--- config.mk ---
export PLATFORM = sky130hd
export DESIGN_NAME = memory_arbiter_flat
export DESIGN_NICKNAME = d
export VERILOG_FILES = /design/src/rtl/memory_arbiter_pkg.sv /design/src/rtl/memory_arbiter_if.sv /design/src/rtl/memory_arbiter_rr_arbiter.sv /design/src/rtl/memory_arbiter.sv /design/src/flat_wrapper.sv
export SDC_FILE = /design/constraint.sdc
export NUM_CORES = 1
export LEC_CHECK = 0
export ABC_AREA = 1
export BUFFER_PORTS_ARGS = -buffer_cell sky130_fd_sc_hd__clkbuf_2
export CAP_MARGIN = 20
export CORE_UTILIZATION = 43
export DETAILED_ROUTE_END_ITERATION = 7
export GPL_ROUTABILITY_DRIVEN = 0
export PLACE_DENSITY = 0.78
export SETUP_SLACK_MARGIN = 0.05
export SLEW_MARGIN = 20
export SYNTH_ARGS = -nofsm -noshare
export SYNTH_HDL_FRONTEND = slang
export SYNTH_SLANG_ARGS = --single-unit
export TNS_END_PERCENT = 30
--- constraint.sdc ---
create_clock -name clk -period 3.4 [get_ports clk]
set_input_delay 0.68 -clock clk [delete_from_list [all_inputs] [get_ports clk]]
set_output_delay 0.68 -clock clk [all_outputs]
set_load 0.01 [all_outputs]
--- src/rtl/memory_arbiter_pkg.sv ---
// Shared types and constants for the memory arbiter.
package CustomTypes;

  typedef enum logic [1:0] {
    IDLE,
    WAIT,
    RESP
  } arb_state_t;

  // Widest strobe vector supported; sliced to DATA_WIDTH/8 where used.
  localparam int unsigned MaxStrobeW = 64;

  // Idle value of the memory byte strobes.
  localparam logic [MaxStrobeW-1:0] EMPTY = '0;

endpackage

--- src/rtl/memory_arbiter_if.sv ---
// Requestor and memory bus of the memory arbiter.
// slave: arbiter side. master: requestors plus memory side.
interface memory_arbiter_if #(
  parameter int unsigned CHANNELS   = 2,
  parameter int unsigned ADDR_WIDTH = 32,
  parameter int unsigned DATA_WIDTH = 32
);
  localparam int unsigned IdW = $clog2(CHANNELS);

  logic                               delete_tagged;
  logic [CHANNELS-1:0]                ch_req;
  logic [CHANNELS-1:0]                ch_write;
  logic [CHANNELS*ADDR_WIDTH-1:0]     ch_address;
  logic [CHANNELS*DATA_WIDTH-1:0]     ch_wdata;
  logic [CHANNELS*DATA_WIDTH/8-1:0]   ch_ws;
  logic [CHANNELS-1:0]                ch_ready;
  logic [DATA_WIDTH-1:0]              ch_rdata;
  logic                               ch_error;
  logic                               mem_read;
  logic                               mem_write;
  logic [ADDR_WIDTH-1:0]              mem_address;
  logic [DATA_WIDTH-1:0]              mem_wdata;
  logic [DATA_WIDTH/8-1:0]            mem_ws;
  logic [IdW-1:0]                     mem_source;
  logic [DATA_WIDTH-1:0]              mem_rdata;
  logic                               mem_ready;
  logic                               mem_done;

  modport slave (
    input  delete_tagged, ch_req, ch_write, ch_address, ch_wdata, ch_ws,
    input  mem_rdata, mem_ready, mem_done,
    output ch_ready, ch_rdata, ch_error,
    output mem_read, mem_write, mem_address, mem_wdata, mem_ws, mem_source
  );

  modport master (
    output delete_tagged, ch_req, ch_write, ch_address, ch_wdata, ch_ws,
    output mem_rdata, mem_ready, mem_done,
    input  ch_ready, ch_rdata, ch_error,
    input  mem_read, mem_write, mem_address, mem_wdata, mem_ws, mem_source
  );

endinterface

--- src/rtl/memory_arbiter_rr_arbiter.sv ---
// Round-robin grant selection: first requesting channel at or after ptr_i.
module rr_arbiter #(
  parameter int unsigned CHANNELS = 2,
  localparam int unsigned IdW     = $clog2(CHANNELS)
) (
  input  logic [CHANNELS-1:0] req_i,
  input  logic [IdW-1:0]      ptr_i,
  output logic [CHANNELS-1:0] grant_o,
  output logic [IdW-1:0]      id_o
);

  int unsigned idx;
  logic        found;

  // Scan channels in rotating order from the pointer, take the first request.
  always_comb begin
    grant_o = '0;
    id_o    = '0;
    found   = 1'b0;
    idx     = 0;
    for (int unsigned i = 0; i < CHANNELS; i++) begin
      idx = (32'(ptr_i) + i) % CHANNELS;
      if (!found && req_i[idx]) begin
        found        = 1'b1;
        grant_o[idx] = 1'b1;
        id_o         = IdW'(idx);
      end
    end
  end

endmodule

--- src/rtl/memory_arbiter.sv ---
// Multi-channel memory arbiter, one outstanding transaction at a time.
// Optional watchdog: define MEMORY_ARBITER_TIMEOUT_EN to bound the WAIT state.
module memory_arbiter
  import CustomTypes::*;
#(
  parameter int unsigned CHANNELS       = 2,
  parameter int unsigned ADDR_WIDTH     = 32,
  parameter int unsigned DATA_WIDTH     = 32,
  parameter int unsigned TIMEOUT_CYCLES = 255
) (
  input logic             clk,
  input logic             reset,
  memory_arbiter_if.slave bus
);

  localparam int unsigned IdW   = $clog2(CHANNELS);
  localparam int unsigned StrbW = DATA_WIDTH / 8;

  if (CHANNELS < 2 || CHANNELS > 8 || (DATA_WIDTH % 8) != 0 || StrbW > MaxStrobeW ||
      TIMEOUT_CYCLES < 1) begin : g_param_err
    $error("memory_arbiter: illegal parameter set");
  end

  arb_state_t            state_q, state_d;
  logic [IdW-1:0]        ptr_q, ptr_d;
  logic [IdW-1:0]        id_q, id_d;
  logic [CHANNELS-1:0]   oh_q, oh_d;
  logic                  write_q, write_d;
  logic [ADDR_WIDTH-1:0] addr_q, addr_d;
  logic [DATA_WIDTH-1:0] wdata_q, wdata_d;
  logic [StrbW-1:0]      ws_q, ws_d;
  logic [DATA_WIDTH-1:0] rdata_q, rdata_d;

  logic [CHANNELS-1:0]   elig;
  logic [CHANNELS-1:0]   arb_gnt;
  logic [IdW-1:0]        arb_id;

`ifdef MEMORY_ARBITER_TIMEOUT_EN
  localparam int unsigned TmoW = $clog2(TIMEOUT_CYCLES + 1);
  logic [TmoW-1:0] tmo_q, tmo_d;
  logic            err_q, err_d;
`endif

  // Flush makes channel 0 ineligible for the current cycle.
  assign elig = bus.ch_req & ~{{(CHANNELS-1){1'b0}}, bus.delete_tagged};

  rr_arbiter #(
    .CHANNELS(CHANNELS)
  ) u_rr_arbiter (
    .req_i  (elig),
    .ptr_i  (ptr_q),
    .grant_o(arb_gnt),
    .id_o   (arb_id)
  );

  // State and transaction registers.
  always_ff @(posedge clk or posedge reset) begin
    if (reset) begin
      state_q <= IDLE;
      ptr_q   <= '0;
      id_q    <= '0;
      oh_q    <= '0;
      write_q <= 1'b0;
      addr_q  <= '0;
      wdata_q <= '0;
      ws_q    <= '0;
      rdata_q <= '0;
    end else begin
      state_q <= state_d;
      ptr_q   <= ptr_d;
      id_q    <= id_d;
      oh_q    <= oh_d;
      write_q <= write_d;
      addr_q  <= addr_d;
      wdata_q <= wdata_d;
      ws_q    <= ws_d;
      rdata_q <= rdata_d;
    end
  end

`ifdef MEMORY_ARBITER_TIMEOUT_EN
  // Watchdog counter and timeout-completion flag.
  always_ff @(posedge clk or posedge reset) begin
    if (reset) begin
      tmo_q <= '0;
      err_q <= 1'b0;
    end else begin
      tmo_q <= tmo_d;
      err_q <= err_d;
    end
  end

  // Counter runs only while waiting on memory.
  always_comb begin
    tmo_d = '0;
    if (state_q == WAIT && state_d == WAIT) tmo_d = tmo_q + TmoW'(1);
  end
`endif

  // Next-state: grant in IDLE, wait for memory, one-cycle response.
  always_comb begin
    state_d = state_q;
    ptr_d   = ptr_q;
    id_d    = id_q;
    oh_d    = oh_q;
    write_d = write_q;
    addr_d  = addr_q;
    wdata_d = wdata_q;
    ws_d    = ws_q;
    rdata_d = rdata_q;
`ifdef MEMORY_ARBITER_TIMEOUT_EN
    err_d   = err_q;
`endif
    unique case (state_q)
      IDLE: begin
        if (|elig) begin
          state_d = WAIT;
          id_d    = arb_id;
          oh_d    = arb_gnt;
          write_d = bus.ch_write[arb_id];
          addr_d  = bus.ch_address[32'(arb_id)*ADDR_WIDTH +: ADDR_WIDTH];
          wdata_d = bus.ch_wdata[32'(arb_id)*DATA_WIDTH +: DATA_WIDTH];
          ws_d    = bus.ch_ws[32'(arb_id)*StrbW +: StrbW];
`ifdef MEMORY_ARBITER_TIMEOUT_EN
          err_d   = 1'b0;
`endif
        end
      end
      WAIT: begin
        // Strobe of the wrong kind for the current command is ignored.
        if (bus.delete_tagged && id_q == '0) begin
          state_d = IDLE;
        end else if (write_q ? bus.mem_done : bus.mem_ready) begin
          if (!write_q) rdata_d = bus.mem_rdata;
          state_d = RESP;
        end
`ifdef MEMORY_ARBITER_TIMEOUT_EN
        else if (tmo_q == TmoW'(TIMEOUT_CYCLES)) begin
          rdata_d = '0;
          err_d   = 1'b1;
          state_d = RESP;
        end
`endif
      end
      RESP: begin
        ptr_d   = (id_q == IdW'(CHANNELS - 1)) ? '0 : id_q + IdW'(1);
        state_d = IDLE;
      end
      default: state_d = IDLE;
    endcase
  end

  // Outputs: memory command only while waiting, completion pulse in RESP.
  always_comb begin
    bus.mem_read    = (state_q == WAIT) && !write_q;
    bus.mem_write   = (state_q == WAIT) && write_q;
    bus.mem_address = (state_q == WAIT) ? addr_q : '0;
    bus.mem_wdata   = (state_q == WAIT) ? wdata_q : '0;
    bus.mem_ws      = (state_q == WAIT) ? ws_q : EMPTY[StrbW-1:0];
    bus.mem_source  = id_q;
    bus.ch_ready    = (state_q == RESP) ? oh_q : '0;
    bus.ch_rdata    = rdata_q;
`ifdef MEMORY_ARBITER_TIMEOUT_EN
    bus.ch_error    = (state_q == RESP) && err_q;
`else
    bus.ch_error    = 1'b0;
`endif
  end

endmodule

--- src/flat_wrapper.sv ---
// flat-port wrapper written by rule: the top's interface ports become plain ports
module memory_arbiter_flat import CustomTypes::*;
#(
  parameter int unsigned CHANNELS       = 2,
  parameter int unsigned ADDR_WIDTH     = 32,
  parameter int unsigned DATA_WIDTH     = 32,
  parameter int unsigned TIMEOUT_CYCLES = 255
)
  (clk, reset, bus_delete_tagged, bus_ch_req, bus_ch_write, bus_ch_address, bus_ch_wdata, bus_ch_ws, bus_mem_rdata, bus_mem_ready, bus_mem_done, bus_ch_ready, bus_ch_rdata, bus_ch_error, bus_mem_read, bus_mem_write, bus_mem_address, bus_mem_wdata, bus_mem_ws, bus_mem_source);
  memory_arbiter_if #(.CHANNELS(CHANNELS), .ADDR_WIDTH(ADDR_WIDTH), .DATA_WIDTH(DATA_WIDTH)) bus_i ();
  input logic clk;
  input logic reset;
  input wire logic [$bits(bus_i.delete_tagged)-1:0] bus_delete_tagged;
  input wire logic [$bits(bus_i.ch_req)-1:0] bus_ch_req;
  input wire logic [$bits(bus_i.ch_write)-1:0] bus_ch_write;
  input wire logic [$bits(bus_i.ch_address)-1:0] bus_ch_address;
  input wire logic [$bits(bus_i.ch_wdata)-1:0] bus_ch_wdata;
  input wire logic [$bits(bus_i.ch_ws)-1:0] bus_ch_ws;
  input wire logic [$bits(bus_i.mem_rdata)-1:0] bus_mem_rdata;
  input wire logic [$bits(bus_i.mem_ready)-1:0] bus_mem_ready;
  input wire logic [$bits(bus_i.mem_done)-1:0] bus_mem_done;
  output wire logic [$bits(bus_i.ch_ready)-1:0] bus_ch_ready;
  output wire logic [$bits(bus_i.ch_rdata)-1:0] bus_ch_rdata;
  output wire logic [$bits(bus_i.ch_error)-1:0] bus_ch_error;
  output wire logic [$bits(bus_i.mem_read)-1:0] bus_mem_read;
  output wire logic [$bits(bus_i.mem_write)-1:0] bus_mem_write;
  output wire logic [$bits(bus_i.mem_address)-1:0] bus_mem_address;
  output wire logic [$bits(bus_i.mem_wdata)-1:0] bus_mem_wdata;
  output wire logic [$bits(bus_i.mem_ws)-1:0] bus_mem_ws;
  output wire logic [$bits(bus_i.mem_source)-1:0] bus_mem_source;
  assign bus_i.delete_tagged = bus_delete_tagged;
  assign bus_i.ch_req = bus_ch_req;
  assign bus_i.ch_write = bus_ch_write;
  assign bus_i.ch_address = bus_ch_address;
  assign bus_i.ch_wdata = bus_ch_wdata;
  assign bus_i.ch_ws = bus_ch_ws;
  assign bus_i.mem_rdata = bus_mem_rdata;
  assign bus_i.mem_ready = bus_mem_ready;
  assign bus_i.mem_done = bus_mem_done;
  assign bus_ch_ready = bus_i.ch_ready;
  assign bus_ch_rdata = bus_i.ch_rdata;
  assign bus_ch_error = bus_i.ch_error;
  assign bus_mem_read = bus_i.mem_read;
  assign bus_mem_write = bus_i.mem_write;
  assign bus_mem_address = bus_i.mem_address;
  assign bus_mem_wdata = bus_i.mem_wdata;
  assign bus_mem_ws = bus_i.mem_ws;
  assign bus_mem_source = bus_i.mem_source;
  memory_arbiter #(.CHANNELS(CHANNELS), .ADDR_WIDTH(ADDR_WIDTH), .DATA_WIDTH(DATA_WIDTH), .TIMEOUT_CYCLES(TIMEOUT_CYCLES)) u_core (.clk(clk), .reset(reset), .bus(bus_i));
endmodule
==> run metrics <==
status=finished clean; Leakage=5.133 nW; CP Data Arrival Time=1.77 ns; Switch Pwr=2.685 mW; CTS H-tree lvls=3; Mapped Area=5978 µm²; CP delay by family, top=buffers and inverters; Placed Cells=1330; Filler cells=1297; endpoints failing setup=0; Sw Share=0.4390; DRC=0; Final Hold Viols=0; Hold Crit Class=in2async; Slew Limit Fails=0; CTS Hold Bufs=0; Vias/cell=4.663; Tcrit/Tclk final=0.7219; Crit path largest cell delay=0.41 ns; combinational power share=0.463; layout cells sized above 1=0.2726; vias in the first global route=5730; largest net degree at the start of global routing=72; clk_skew=0.01066 ns; Yosys cell types=20; NumNets Final=1342; Reg clk slew, reported paths=0.08 ns; area of the multi-input gates=2266 µm²; CTS tree=yes; setup bufs post-CTS=0; initial antenna violation count=0; Synth Register Bits=107; top_reg_cell synth=dfrtp_1; CTS root buf=clkbuf_16; Post-Route WL=16640 µm; fmax=407.4 MHz; sequential cell area=2678 µm²; hold slack=0.3481 ns; die width=119.9 µm; Die Y=119.9 µm; worst path bufs/invs=2; DP Area=7498 µm²; Critical-path top delay cell=dfrtp_1; Total GRT Usage=0.2345; Clk Latency, worst-skew pair=0.35 ns; Antenna Nets Post-Route=0; via count=6277; met2 GRT Util=0.3983; largest cells by area after synthesis=dfrtp_1, nand2_1, nand3_1, inv_1, nor2_1; Rel. slew slack=0.3477; global route overflow=0; Longest Clk Path Bufs=2; crit end category=output pin; GRT busiest layer=met2; internal power=3.431 mW; Antenna Cells=0; Avg Cell Area, Syn=6.548 µm²; async set-reset flop share out of synthesis=1.000; I/O Pins=283; EDFF count, synth=0; Synthesized Nets=1090; Starting Density=0.4461; yosys warns=0; top cells by count, synth=nand2_1, inv_1, nand3_1, dfrtp_1, nor2_1; Syn-to-layout area delta=30.54%; post-synthesis cell count=913; Seq/Total Area, Yosys=0.4479; global-route wire length before repair=26910 µm; Clock power frac=0.170; most frequent cell after synthesis=nand2_1; worst reg-to-reg setup slack=1.04 ns; final std cell area, no fill=7804 µm²; CP Launch Type=flop; met3 Resource Use GR=0.04610; CTS buffer count=9; setup TNS=0 ns; met1 usage=0.3017; Peak VDD IR=0.5150 mV; Row Count=42; min Tclk post-route=2.454 ns; Synth top area share=0.4479; worst slew pin tran=0.9761 ns; sequential power share=0.367; sequence of cells on the critical path=nand2_2 -> buf_4 -> nor2_1 -> clkbuf_2; RSZ-0062 raised after global routing=no; 1st-iter DRT viols=356; IO Port Bufs=281; WL/cell=12.36 µm; WP data required=2.72 ns; drt pass-1 iters=7; placed wire-length estimate=11910 µm; Cell Count, Final, Fillers Out=1346; Core ar.=13400 µm²; Die Area=14380 µm²; max-cap viol count=0; Pwr Density=783.7 nW/µm²; worst-path maximum fanout=24; post-CTS resize count=0; CP Class=reg2out; total power=6.116 mW; CTS Sinks=107; cell taking the most area after synthesis=dfrtp_1
-- worst register-to-register path, stage by stage, from the launching register on --
cell	delay, ns
dfrtp_1	0.38
inv_1	0.07
nand2_2	0.28
nor2_2	0.19
buf_4	0.33
nand2_1	0.67
nand2_1	0.24
nand2_1	0.08
-- power by group through the flow --
stage	logic (mW)	registers, mW	clock network (mW)
global route	3.20	2.31	1.12
floorplan	1.76	2.26	0
global placement	2.79	2.23	0
finish	2.83	2.24	1.04
CTS	2.87	2.24	1.07
detailed placement	2.87	2.24	0
-- placed cells by master (no fill, tap or decap) --
master      instances
clkbuf_2          281
nor2_1             74
nand3_2             1
nor3_1              1
clkinv_4            1
buf_12              1
clkinv_8            2
clkbuf_16           9
inv_2               1
inv_6               1
nand3_1           171
o21a_1              1
nand2_2             2
inv_1             215
nor2_2              2
buf_4              12
o21ai_0             2
dfrtp_1           107
conb_1              1
a21oi_4             1
or2_2               1
a21oi_1             1
clkinvlp_4          2
nand2_1           278
inv_8               2
-- logic make-up after synthesis --
family / count (synthesis) / share of synthesized area
buffers and inverters: 270 / 0.1752
other: 1 / 0.0006273
and+or+nand+nor: 530 / 0.3711
DFF: 107 / 0.4479
AOI/OAI and AO/OA: 5 / 0.005232
-- per-stage QoR --
stage | worst slack (ns) | util
finish | 0.9457 | 0.5824
CTS | 0.9092 | 0.5824
detailed placement | 0.9259 | 0.5596
floorplan | 1.432 | -
global placement | 1.008 | 0.5596
global route | 0.7957 | 0.5824
-- layer usage --
layer	vias up	wire, µm
met3	22	1055
met4	0	255
met5	-	0
met1	2840	7240
met2	249	8086
li1	3166	-
-- flip-flops by register name (all words and copies together), names as in the netlist --
register / flops
u_core.oh_q: 2
u_core.ws_q: 4
u_core.write_q: 1
u_core.ptr_q: 1
u_core.bus.mem_source: 1
u_core.wdata_q: 32
u_core.bus.ch_rdata: 32
u_core.addr_q: 32
u_core.state_q: 2
-- cell type report --
class                   count  area share
multi-input cells         536      0.2904
well taps                 176     0.02822
repair buffers            294      0.1943
clock inverters             7     0.01026
flip-flops and latches    107      0.3431
clock buffers               9     0.02886
inverters                 217      0.1049
-- worst paths after layout --
check                                         from                 endpoint  depth (start not counted)
hold reg to reg            u_core.bus.ch_rdata[21]  u_core.bus.ch_rdata[21]                          2
max in group asynchronous                    reset        u_core.wdata_q[2]                          3
setup reg to reg                 u_core.state_q[1]  u_core.bus.ch_rdata[19]                          7
setup / recovery                 u_core.state_q[0]        bus_mem_wdata[13]                          4
hold / removal                               reset       u_core.wdata_q[30]                          2
min in group clk           u_core.bus.ch_rdata[21]  u_core.bus.ch_rdata[21]                          2
No activity file was read; power rests on OpenSTA's default activity.
